==> src/rtl/ase_pkg.sv <==
// Shared CCI-P TX definitions and tid scheduler types.
// The TX meta type field location is exported as `TX_META_TYPERANGE.
`ifndef TX_META_TYPERANGE
`define TX_META_TYPERANGE 3:0
`endif

package ase_pkg;

  localparam int CCIP_TX_HDR_WIDTH = 74;

  localparam logic [3:0] CCIP_WRFENCE = 4'h4;

  typedef enum logic {
    TS_INIT,
    TS_RUN
  } tid_sched_state_e;

  // Reference value of the tid carried by a write fence (all-ones).
  localparam logic [31:0] TID_FENCE_MARK = 32'hFFFF_FFFF;

endpackage

==> src/rtl/ase_tid_free_fifo.sv <==
// Free-tid FIFO: NUM_TID entries of $clog2(NUM_TID) bits, head shown combinationally.
// Same-cycle push and pop are supported; the caller never pops when empty or pushes when full.
module ase_tid_free_fifo #(
  parameter int NUM_TID = 64
) (
  input  logic                       clk,
  input  logic                       rst,
  input  logic                       push,
  input  logic [$clog2(NUM_TID)-1:0] push_data,
  input  logic                       pop,
  output logic [$clog2(NUM_TID)-1:0] pop_data,
  output logic [$clog2(NUM_TID):0]   count
);

  localparam int LW = $clog2(NUM_TID);

  logic [LW-1:0] mem_q [NUM_TID];
  logic [LW-1:0] wr_ptr_q, wr_ptr_d;
  logic [LW-1:0] rd_ptr_q, rd_ptr_d;
  logic [LW:0]   count_q, count_d;

  always_comb begin
    wr_ptr_d = wr_ptr_q + LW'(push);
    rd_ptr_d = rd_ptr_q + LW'(pop);
    count_d  = count_q + (LW+1)'(push) - (LW+1)'(pop);
  end

  always_ff @(posedge clk) begin
    if (rst) begin
      wr_ptr_q <= '0;
      rd_ptr_q <= '0;
      count_q  <= '0;
    end else begin
      wr_ptr_q <= wr_ptr_d;
      rd_ptr_q <= rd_ptr_d;
      count_q  <= count_d;
    end
  end

  // Storage needs no reset: only entries below count are ever read.
  always_ff @(posedge clk) begin
    if (push) begin
      mem_q[wr_ptr_q] <= push_data;
    end
  end

  assign pop_data = mem_q[rd_ptr_q];
  assign count    = count_q;

endmodule

==> src/rtl/ase_tid_scheduler.sv <==
// Tags CCI-P TX requests with recyclable tids, bounds outstanding work and drains before fences.
// Optional statistics ports (max_outstanding, stall_cycles) exist only with ASE_TID_SCHED_STATS_EN.
module ase_tid_scheduler
  import ase_pkg::*;
#(
  parameter int HDR_WIDTH = CCIP_TX_HDR_WIDTH,
  parameter int TID_WIDTH = 32,
  parameter int NUM_TID   = 64
) (
  input  logic                       clk,
  input  logic                       rst,
  input  logic                       req_valid,
  input  logic [HDR_WIDTH-1:0]       req_meta,
  output logic                       req_ready,
  output logic                       out_valid,
  output logic [HDR_WIDTH-1:0]       out_meta,
  output logic [TID_WIDTH-1:0]       out_tid,
  input  logic                       out_ready,
  input  logic                       cpl_valid,
  input  logic [TID_WIDTH-1:0]       cpl_tid,
  output logic [$clog2(NUM_TID):0]   outstanding,
  output logic                       err_bad_cpl
`ifdef ASE_TID_SCHED_STATS_EN
  ,
  output logic [$clog2(NUM_TID):0]   max_outstanding,
  output logic [31:0]                stall_cycles
`endif
);

  localparam int LW = $clog2(NUM_TID);
  localparam int OW = LW + 1;

  tid_sched_state_e     state_q, state_d;
  logic [LW-1:0]        init_cnt_q, init_cnt_d;
  logic [NUM_TID-1:0]   bitmap_q, bitmap_d;
  logic                 out_valid_q, out_valid_d;
  logic [HDR_WIDTH-1:0] out_meta_q, out_meta_d;
  logic [TID_WIDTH-1:0] out_tid_q, out_tid_d;
  logic [OW-1:0]        outstanding_q, outstanding_d;
  logic                 err_bad_cpl_q, err_bad_cpl_d;

  logic                 is_fence;
  logic                 running;
  logic                 stage_free;
  logic                 accept;
  logic                 alloc;
  logic [LW-1:0]        cpl_idx;
  logic                 cpl_hit;
  logic                 fifo_push;
  logic [LW-1:0]        fifo_push_data;
  logic [LW-1:0]        fifo_head;
  logic [OW-1:0]        free_count;

  ase_tid_free_fifo #(
    .NUM_TID(NUM_TID)
  ) u_free_fifo (
    .clk      (clk),
    .rst      (rst),
    .push     (fifo_push),
    .push_data(fifo_push_data),
    .pop      (alloc),
    .pop_data (fifo_head),
    .count    (free_count)
  );

  // No bypass: a completion only frees its tid for the following cycle.
  always_comb begin
    is_fence   = (req_meta[`TX_META_TYPERANGE] == CCIP_WRFENCE);
    running    = (state_q == TS_RUN);
    stage_free = !out_valid_q || out_ready;
    req_ready  = !rst && running && stage_free &&
                 (is_fence ? (outstanding_q == '0) : (free_count != '0));
    accept     = req_valid && req_ready;
    alloc      = accept && !is_fence;
    cpl_idx    = cpl_tid[LW-1:0];
    cpl_hit    = cpl_valid && running && ((cpl_tid >> LW) == '0) && bitmap_q[cpl_idx];
  end

  always_comb begin
    state_d        = state_q;
    init_cnt_d     = init_cnt_q;
    bitmap_d       = bitmap_q;
    out_valid_d    = out_valid_q;
    out_meta_d     = out_meta_q;
    out_tid_d      = out_tid_q;
    outstanding_d  = outstanding_q + OW'(alloc) - OW'(cpl_hit);
    err_bad_cpl_d  = cpl_valid && !cpl_hit;
    fifo_push      = cpl_hit;
    fifo_push_data = cpl_idx;

    if (!running) begin
      fifo_push      = 1'b1;
      fifo_push_data = init_cnt_q;
      init_cnt_d     = init_cnt_q + 1'b1;
      if (init_cnt_q == LW'(NUM_TID - 1)) begin
        state_d = TS_RUN;
      end
    end

    if (accept) begin
      out_valid_d = 1'b1;
      out_meta_d  = req_meta;
      out_tid_d   = is_fence ? '1 : TID_WIDTH'(fifo_head);
    end else if (out_ready) begin
      out_valid_d = 1'b0;
    end

    // The allocated and retired tids always differ: the retired bit is already set.
    if (alloc) begin
      bitmap_d[fifo_head] = 1'b1;
    end
    if (cpl_hit) begin
      bitmap_d[cpl_idx] = 1'b0;
    end
  end

  always_ff @(posedge clk) begin
    if (rst) begin
      state_q       <= TS_INIT;
      init_cnt_q    <= '0;
      bitmap_q      <= '0;
      out_valid_q   <= 1'b0;
      out_meta_q    <= '0;
      out_tid_q     <= '0;
      outstanding_q <= '0;
      err_bad_cpl_q <= 1'b0;
    end else begin
      state_q       <= state_d;
      init_cnt_q    <= init_cnt_d;
      bitmap_q      <= bitmap_d;
      out_valid_q   <= out_valid_d;
      out_meta_q    <= out_meta_d;
      out_tid_q     <= out_tid_d;
      outstanding_q <= outstanding_d;
      err_bad_cpl_q <= err_bad_cpl_d;
    end
  end

  assign out_valid   = out_valid_q;
  assign out_meta    = out_meta_q;
  assign out_tid     = out_tid_q;
  assign outstanding = outstanding_q;
  assign err_bad_cpl = err_bad_cpl_q;

`ifdef ASE_TID_SCHED_STATS_EN
  logic [OW-1:0] max_outstanding_q, max_outstanding_d;
  logic [31:0]   stall_cycles_q, stall_cycles_d;

  always_comb begin
    max_outstanding_d = (outstanding_d > max_outstanding_q) ? outstanding_d : max_outstanding_q;
    stall_cycles_d    = stall_cycles_q;
    if (running && req_valid && !req_ready && (stall_cycles_q != '1)) begin
      stall_cycles_d = stall_cycles_q + 32'd1;
    end
  end

  always_ff @(posedge clk) begin
    if (rst) begin
      max_outstanding_q <= '0;
      stall_cycles_q    <= '0;
    end else begin
      max_outstanding_q <= max_outstanding_d;
      stall_cycles_q    <= stall_cycles_d;
    end
  end

  assign max_outstanding = max_outstanding_q;
  assign stall_cycles    = stall_cycles_q;

  final begin
    $display("ase_tid_scheduler stats: max_outstanding=%0d stall_cycles=%0d",
             max_outstanding_q, stall_cycles_q);
  end
`endif

endmodule
==> config.mk <==
export PLATFORM = sky130hd
export DESIGN_NAME = ase_tid_scheduler
export DESIGN_NICKNAME = d
export VERILOG_FILES = /design/src/rtl/ase_pkg.sv /design/src/rtl/ase_tid_free_fifo.sv /design/src/rtl/ase_tid_scheduler.sv
export SDC_FILE = /design/constraint.sdc
export NUM_CORES = 1
export LEC_CHECK = 0
export ABC_AREA = 0
export CAP_MARGIN = 30
export CORE_ASPECT_RATIO = 0.75
export CORE_MARGIN = 2
export CORE_UTILIZATION = 50
export CTS_CLUSTER_SIZE = 28
export DETAILED_ROUTE_END_ITERATION = 10
export HOLD_SLACK_MARGIN = 0.15
export PLACE_DENSITY = 0.76
export SKIP_LAST_GASP = 1
export SLEW_MARGIN = 10
export SYNTH_ARGS = -nofsm -noshare
export SYNTH_HDL_FRONTEND = slang
export SYNTH_HIERARCHICAL = 1
export SYNTH_SLANG_ARGS = --single-unit
==> constraint.sdc <==
create_clock -name clk -period 6.1 [get_ports clk]
set_clock_uncertainty 0.2 [all_clocks]
set_input_delay 1.22 -clock clk [delete_from_list [all_inputs] [get_ports clk]]
set_output_delay 1.22 -clock clk [all_outputs]
set_load 0.05 [all_outputs]
==> impl_metrics.xml <==
<?xml version="1.0" encoding="UTF-8"?>
<metrics>
  <group name="route">
    <metric name="drtAntennaViolNets" unit="">0</metric>
    <metric name="drt-wirelength-per-cell" unit="um">22.9</metric>
    <metric name="drcViolationCount" unit="">0</metric>
    <metric name="met3RoutedLength" unit="um">6290</metric>
    <metric name="num_vias" unit="">15900</metric>
    <metric name="drt_iter0_drc" unit="">1922</metric>
    <metric name="highest_routing_layer_actually_used" unit="">met4</metric>
    <metric name="drt-pass1-iter-count" unit="">6</metric>
    <metric name="vias_per_instance" unit="">5.96</metric>
    <metric name="met2RoutedLength" unit="um">27600</metric>
    <metric name="postRouteWirelength" unit="um">61100</metric>
    <metric name="met1Wirelength" unit="um">26000</metric>
  </group>
  <group name="die">
    <metric name="die_w" unit="um">255</metric>
    <metric name="die_ar" unit="mm2">0.0491</metric>
    <metric name="floorplan.die.height" unit="um">192</metric>
    <metric name="start_util" unit="">0.503</metric>
    <metric name="core_area" unit="mm2">0.0471</metric>
    <metric name="ioPinCount" unit="">227</metric>
    <metric name="rows" unit="">69</metric>
  </group>
  <group name="timing">
    <metric name="holdWs" unit="ns">0.256</metric>
    <metric name="layout_worst_path_cycle_share" unit="">0.916</metric>
    <metric name="final-setup-viol-count" unit="">0</metric>
    <metric name="tightestPinTransition" unit="ns">1.03</metric>
    <metric name="clock.fmax" unit="MHz">179</metric>
    <metric name="report.final.hold_viol_count" unit="">0</metric>
    <metric name="max_slew_margin" unit="">0.314</metric>
    <metric name="finalCriticalPeriod" unit="ns">5.59</metric>
    <metric name="rsz_0062_raised_after_global_routing" unit="">no</metric>
    <metric name="slew_violations" unit="">0</metric>
  </group>
  <group name="yosys">
    <metric name="synth_top_area_frac" unit="">0.487</metric>
    <metric name="syn-num-nets" unit="">1933</metric>
    <metric name="proportion_of_synthesized_flip_flops_having_asynchronous_set_or_reset" unit="">0</metric>
    <metric name="synth_commonest_cells" unit="">sky130_fd_sc_hd__edfxtp_1 (384), sky130_fd_sc_hd__nand2_1 (212), sky130_fd_sc_hd__dfxtp_1 (180), sky130_fd_sc_hd__a21oi_1 (162), sky130_fd_sc_hd__nor2_1 (160)</metric>
    <metric name="synthDominantAreaCellType" unit="">sky130_fd_sc_hd__edfxtp_1</metric>
    <metric name="postSynth.topFlopCell" unit="">sky130_fd_sc_hd__edfxtp_1</metric>
    <metric name="synth_most_common_cell" unit="">sky130_fd_sc_hd__edfxtp_1</metric>
    <metric name="synth-warning-count" unit="">6</metric>
    <metric name="netlist-cell-type-count" unit="">68</metric>
    <metric name="synth_seq_area_share" unit="">0.639</metric>
    <metric name="netlist_top_cells_area" unit="">sky130_fd_sc_hd__edfxtp_1 (49%), sky130_fd_sc_hd__dfxtp_1 (15%), sky130_fd_sc_hd__mux4_2 (8.6%)</metric>
    <metric name="postSynthAreaPerCell" unit="um2">13.2</metric>
    <metric name="synth_edf_count" unit="">384</metric>
    <metric name="postSynthRegisterBits" unit="">564</metric>
    <metric name="synth.cell_area" unit="mm2">0.0237</metric>
    <metric name="netlist_instances" unit="">1799</metric>
  </group>
  <group name="setup_path">
    <metric name="critPathRequiredTime" unit="ns">6.34</metric>
    <metric name="minimum_setup_slack_among_reg_to_reg_paths" unit="ns">1.61</metric>
    <metric name="critical_path_arrival" unit="ns">5.83</metric>
    <metric name="path_common_cell" unit="">sky130_fd_sc_hd__a21oi_1</metric>
    <metric name="cp_slowest_stage_delay" unit="ns">0.74</metric>
    <metric name="crit_type" unit="">primary input to flop</metric>
    <metric name="critical_path_peak_fanout" unit="">20</metric>
    <metric name="timing.rr.end" unit="">bitmap_q[35]</metric>
    <metric name="cell_by_cell_listing_of_the_critical_path" unit="">clkdlybuf4s50_1 -&gt; nor2b_1 -&gt; a22oi_1 -&gt; a221oi_1 -&gt; a2111oi_0 -&gt; or4b_2 -&gt; buf_4 -&gt; a21bo_2 -&gt; ha_1 -&gt; fa_1 -&gt; a21o_1 -&gt; a21oi_1 -&gt; o21bai_1 -&gt; a21oi_1 -&gt; xnor2_1 -&gt; nor2_1</metric>
    <metric name="cp-end-kind" unit="">flop</metric>
    <metric name="critical_path.reg2reg.startpoint" unit="">u_free_fifo/rd_ptr_q[1]</metric>
    <metric name="cpMaxStageDelayCell" unit="">sky130_fd_sc_hd__or4b_2</metric>
    <metric name="crit_path_start_kind" unit="">primary input</metric>
    <metric name="ff2ff_path_depth" unit="">11</metric>
  </group>
  <group name="cts">
    <metric name="clock_path_buffers" unit="">3</metric>
    <metric name="cts_buffers" unit="">51</metric>
    <metric name="clk_latency" unit="ns">0.60</metric>
    <metric name="clkSinkCount" unit="">564</metric>
    <metric name="post_cts_setup_buffer_count" unit="">0</metric>
    <metric name="post_cts_resized" unit="">0</metric>
    <metric name="clk_pin_slew" unit="ns">0.06</metric>
    <metric name="cts.root.buffer_cell" unit="">sky130_fd_sc_hd__clkbuf_16</metric>
    <metric name="cts_hold_repair.buffers" unit="">0</metric>
    <metric name="cts_tree" unit="">yes</metric>
    <metric name="cts_htree_levels" unit="">2</metric>
  </group>
  <group name="min_path">
    <metric name="timing.hold.worst_endpoint" unit="">out_meta[45]</metric>
    <metric name="hold_class" unit="">flop to flop</metric>
    <metric name="hp-start" unit="">out_meta[45]</metric>
    <metric name="min_delay_path_depth" unit="">2</metric>
  </group>
  <group name="grt">
    <metric name="grt_max_degree" unit="">100</metric>
    <metric name="grt_remaining_overflow" unit="">0</metric>
    <metric name="grt_first_pass_wirelength" unit="um">92200</metric>
    <metric name="grtUsageTotal" unit="">0.242</metric>
    <metric name="first_global_vias" unit="">15100</metric>
    <metric name="grt_antenna_before_repair" unit="">0</metric>
  </group>
  <group name="placed_design">
    <metric name="globalplace.congestion" unit="">0.926</metric>
    <metric name="half_perimeter_wire_length_of_the_detailed_placement_result" unit="um">40200</metric>
    <metric name="io_buffers" unit="">226</metric>
  </group>
  <group name="power">
    <metric name="finalPower" unit="mW">7.75</metric>
    <metric name="peak_vdd_ir" unit="uV">190</metric>
    <metric name="p_per_area" unit="mW/mm2">276</metric>
    <metric name="static-leakage-power" unit="nW">9.12</metric>
  </group>
  <group name="cells_and_area">
    <metric name="final_nets" unit="">2120</metric>
    <metric name="layout-drive-gt1-share" unit="">0.131</metric>
    <metric name="syn2layout_area_growth" unit="%">18.4</metric>
    <metric name="nFillCells" unit="">3601</metric>
    <metric name="layout.core_utilization" unit="">0.596</metric>
  </group>
  <group name="run">
    <metric name="drv.max_cap_violation_count" unit="">0</metric>
  </group>
  <group name="status">
    <metric name="run_status" unit="">complete, no violations</metric>
  </group>
</metrics>
==> layer usage <==
metal | vias up | GRT usage
met3 | 106 | 0.0521
met5 | - | 0
met2 | 812 | 0.362
met1 | 7944 | 0.361
met4 | 0 | 0.0620
li1 | 7029 | -
==> cells in the final DEF (no fill, tap or decap), types with 6 or more instances in the layout <==
master / n
sky130_fd_sc_hd__a21oi_1: 162
sky130_fd_sc_hd__a31oi_1: 52
sky130_fd_sc_hd__a31oi_2: 16
sky130_fd_sc_hd__buf_12: 6
sky130_fd_sc_hd__buf_4: 34
sky130_fd_sc_hd__clkbuf_1: 15
sky130_fd_sc_hd__clkbuf_16: 52
sky130_fd_sc_hd__clkbuf_8: 9
sky130_fd_sc_hd__clkdlybuf4s50_1: 225
sky130_fd_sc_hd__clkinv_2: 6
sky130_fd_sc_hd__dfxtp_1: 177
sky130_fd_sc_hd__edfxtp_1: 384
sky130_fd_sc_hd__ha_1: 21
sky130_fd_sc_hd__inv_1: 25
sky130_fd_sc_hd__mux2_2: 8
sky130_fd_sc_hd__mux2i_1: 40
sky130_fd_sc_hd__mux4_2: 90
sky130_fd_sc_hd__nand2_1: 211
sky130_fd_sc_hd__nand2b_1: 6
sky130_fd_sc_hd__nand3_1: 28
sky130_fd_sc_hd__nand4_1: 8
sky130_fd_sc_hd__nor2_1: 159
sky130_fd_sc_hd__nor2b_1: 83
sky130_fd_sc_hd__nor3_1: 29
sky130_fd_sc_hd__nor4_1: 11
sky130_fd_sc_hd__o21ai_0: 17
sky130_fd_sc_hd__o22ai_1: 11
sky130_fd_sc_hd__or3_1: 7
sky130_fd_sc_hd__xnor2_1: 11
sky130_fd_sc_hd__xor2_1: 10
==> how the worst max path moves through the flow <==
stage,start,endpoint,slack [ns]
floorplan,cpl_tid[2],outstanding[6],1.08
global placement,cpl_tid[0],outstanding[6],0.07
detailed placement,cpl_tid[0],u_free_fifo/count[6],-0.008
CTS,cpl_tid[0],u_free_fifo/count[6],0.60
global route,cpl_tid[0],u_free_fifo/count[6],0.30
finish,cpl_tid[0],u_free_fifo/count[6],0.51
==> final cells by class <==
class	count	area [um2]	area share
diodes	1	2.50	0.0000892
clock buffers	77	1490	0.0530
clock inverters	18	170	0.00607
inverters	28	105	0.00375
multi-input cells	1072	7680	0.274
flip-flops and latches	564	15100	0.540
well taps	639	800	0.0285
repair buffers	269	2660	0.0947
==> flip-flops by register name (all words and copies together) (netlist names) <==
name,flops
outstanding,7
init_cnt_q,6
err_bad_cpl,1
u_free_fifo/rd_ptr_q,6
out_valid,1
bitmap_q,64
u_free_fifo/count,7
u_free_fifo/mem_q,384
out_meta,74
u_free_fifo/wr_ptr_q,6
running,1
out_tid,7
==> where the power goes <==
group	internal, mW	switching (mW)	leakage [nW]	total [mW]
sequential	4.11	0.0210	5.00	4.13
combinational	0.173	0.262	3.31	0.435
clock	1.78	1.41	0.809	3.19
total	6.06	1.69	9.12	7.75
==> cells by family (layout without fill, tap and decap cells) <==
logic type                 Yosys count  in the layout  synth area share
buffers and inverters              163            392            0.0374
adders and majority gates           23             23            0.0128
xor gates and xnor gates            21             21           0.00777
and+or+nand+nor                    580            580             0.113
other                                0              1                 0
DFF                                564            564             0.639
muxes                              141            141             0.109
AOI/OAI and AO/OA                  307            307            0.0807
==> critical path, delay by kind of cell <==
kind / cells / cell delay (ns)
xor gates and xnor gates: 1 / 0.13
and+or+nand+nor: 3 / 1.30
adders and majority gates: 2 / 0.67
buffers and inverters: 2 / 0.94
AOI/OAI and AO/OA: 8 / 1.56
==> per-stage QoR <==
| stage | area, um2 | std cells | setup WS (ns) | setup TNS (ns) |
|---|---|---|---|---|
| 4_1_cts | 28000 | 2665 | 0.602 | 0 |
| 3_3_place_gp | 26300 | 2566 | 0.0722 | 0 |
| 3_5_place_dp | 26400 | 2570 | -0.00847 | -0.00847 |
| 6_report | 28000 | 2668 | 0.510 | 0 |
| 5_1_grt | 28000 | 2667 | 0.303 | 0 |
| 2_1_floorplan | 23700 | 1799 | 1.08 | 0 |
No activity file was read; power rests on OpenSTA's default activity.
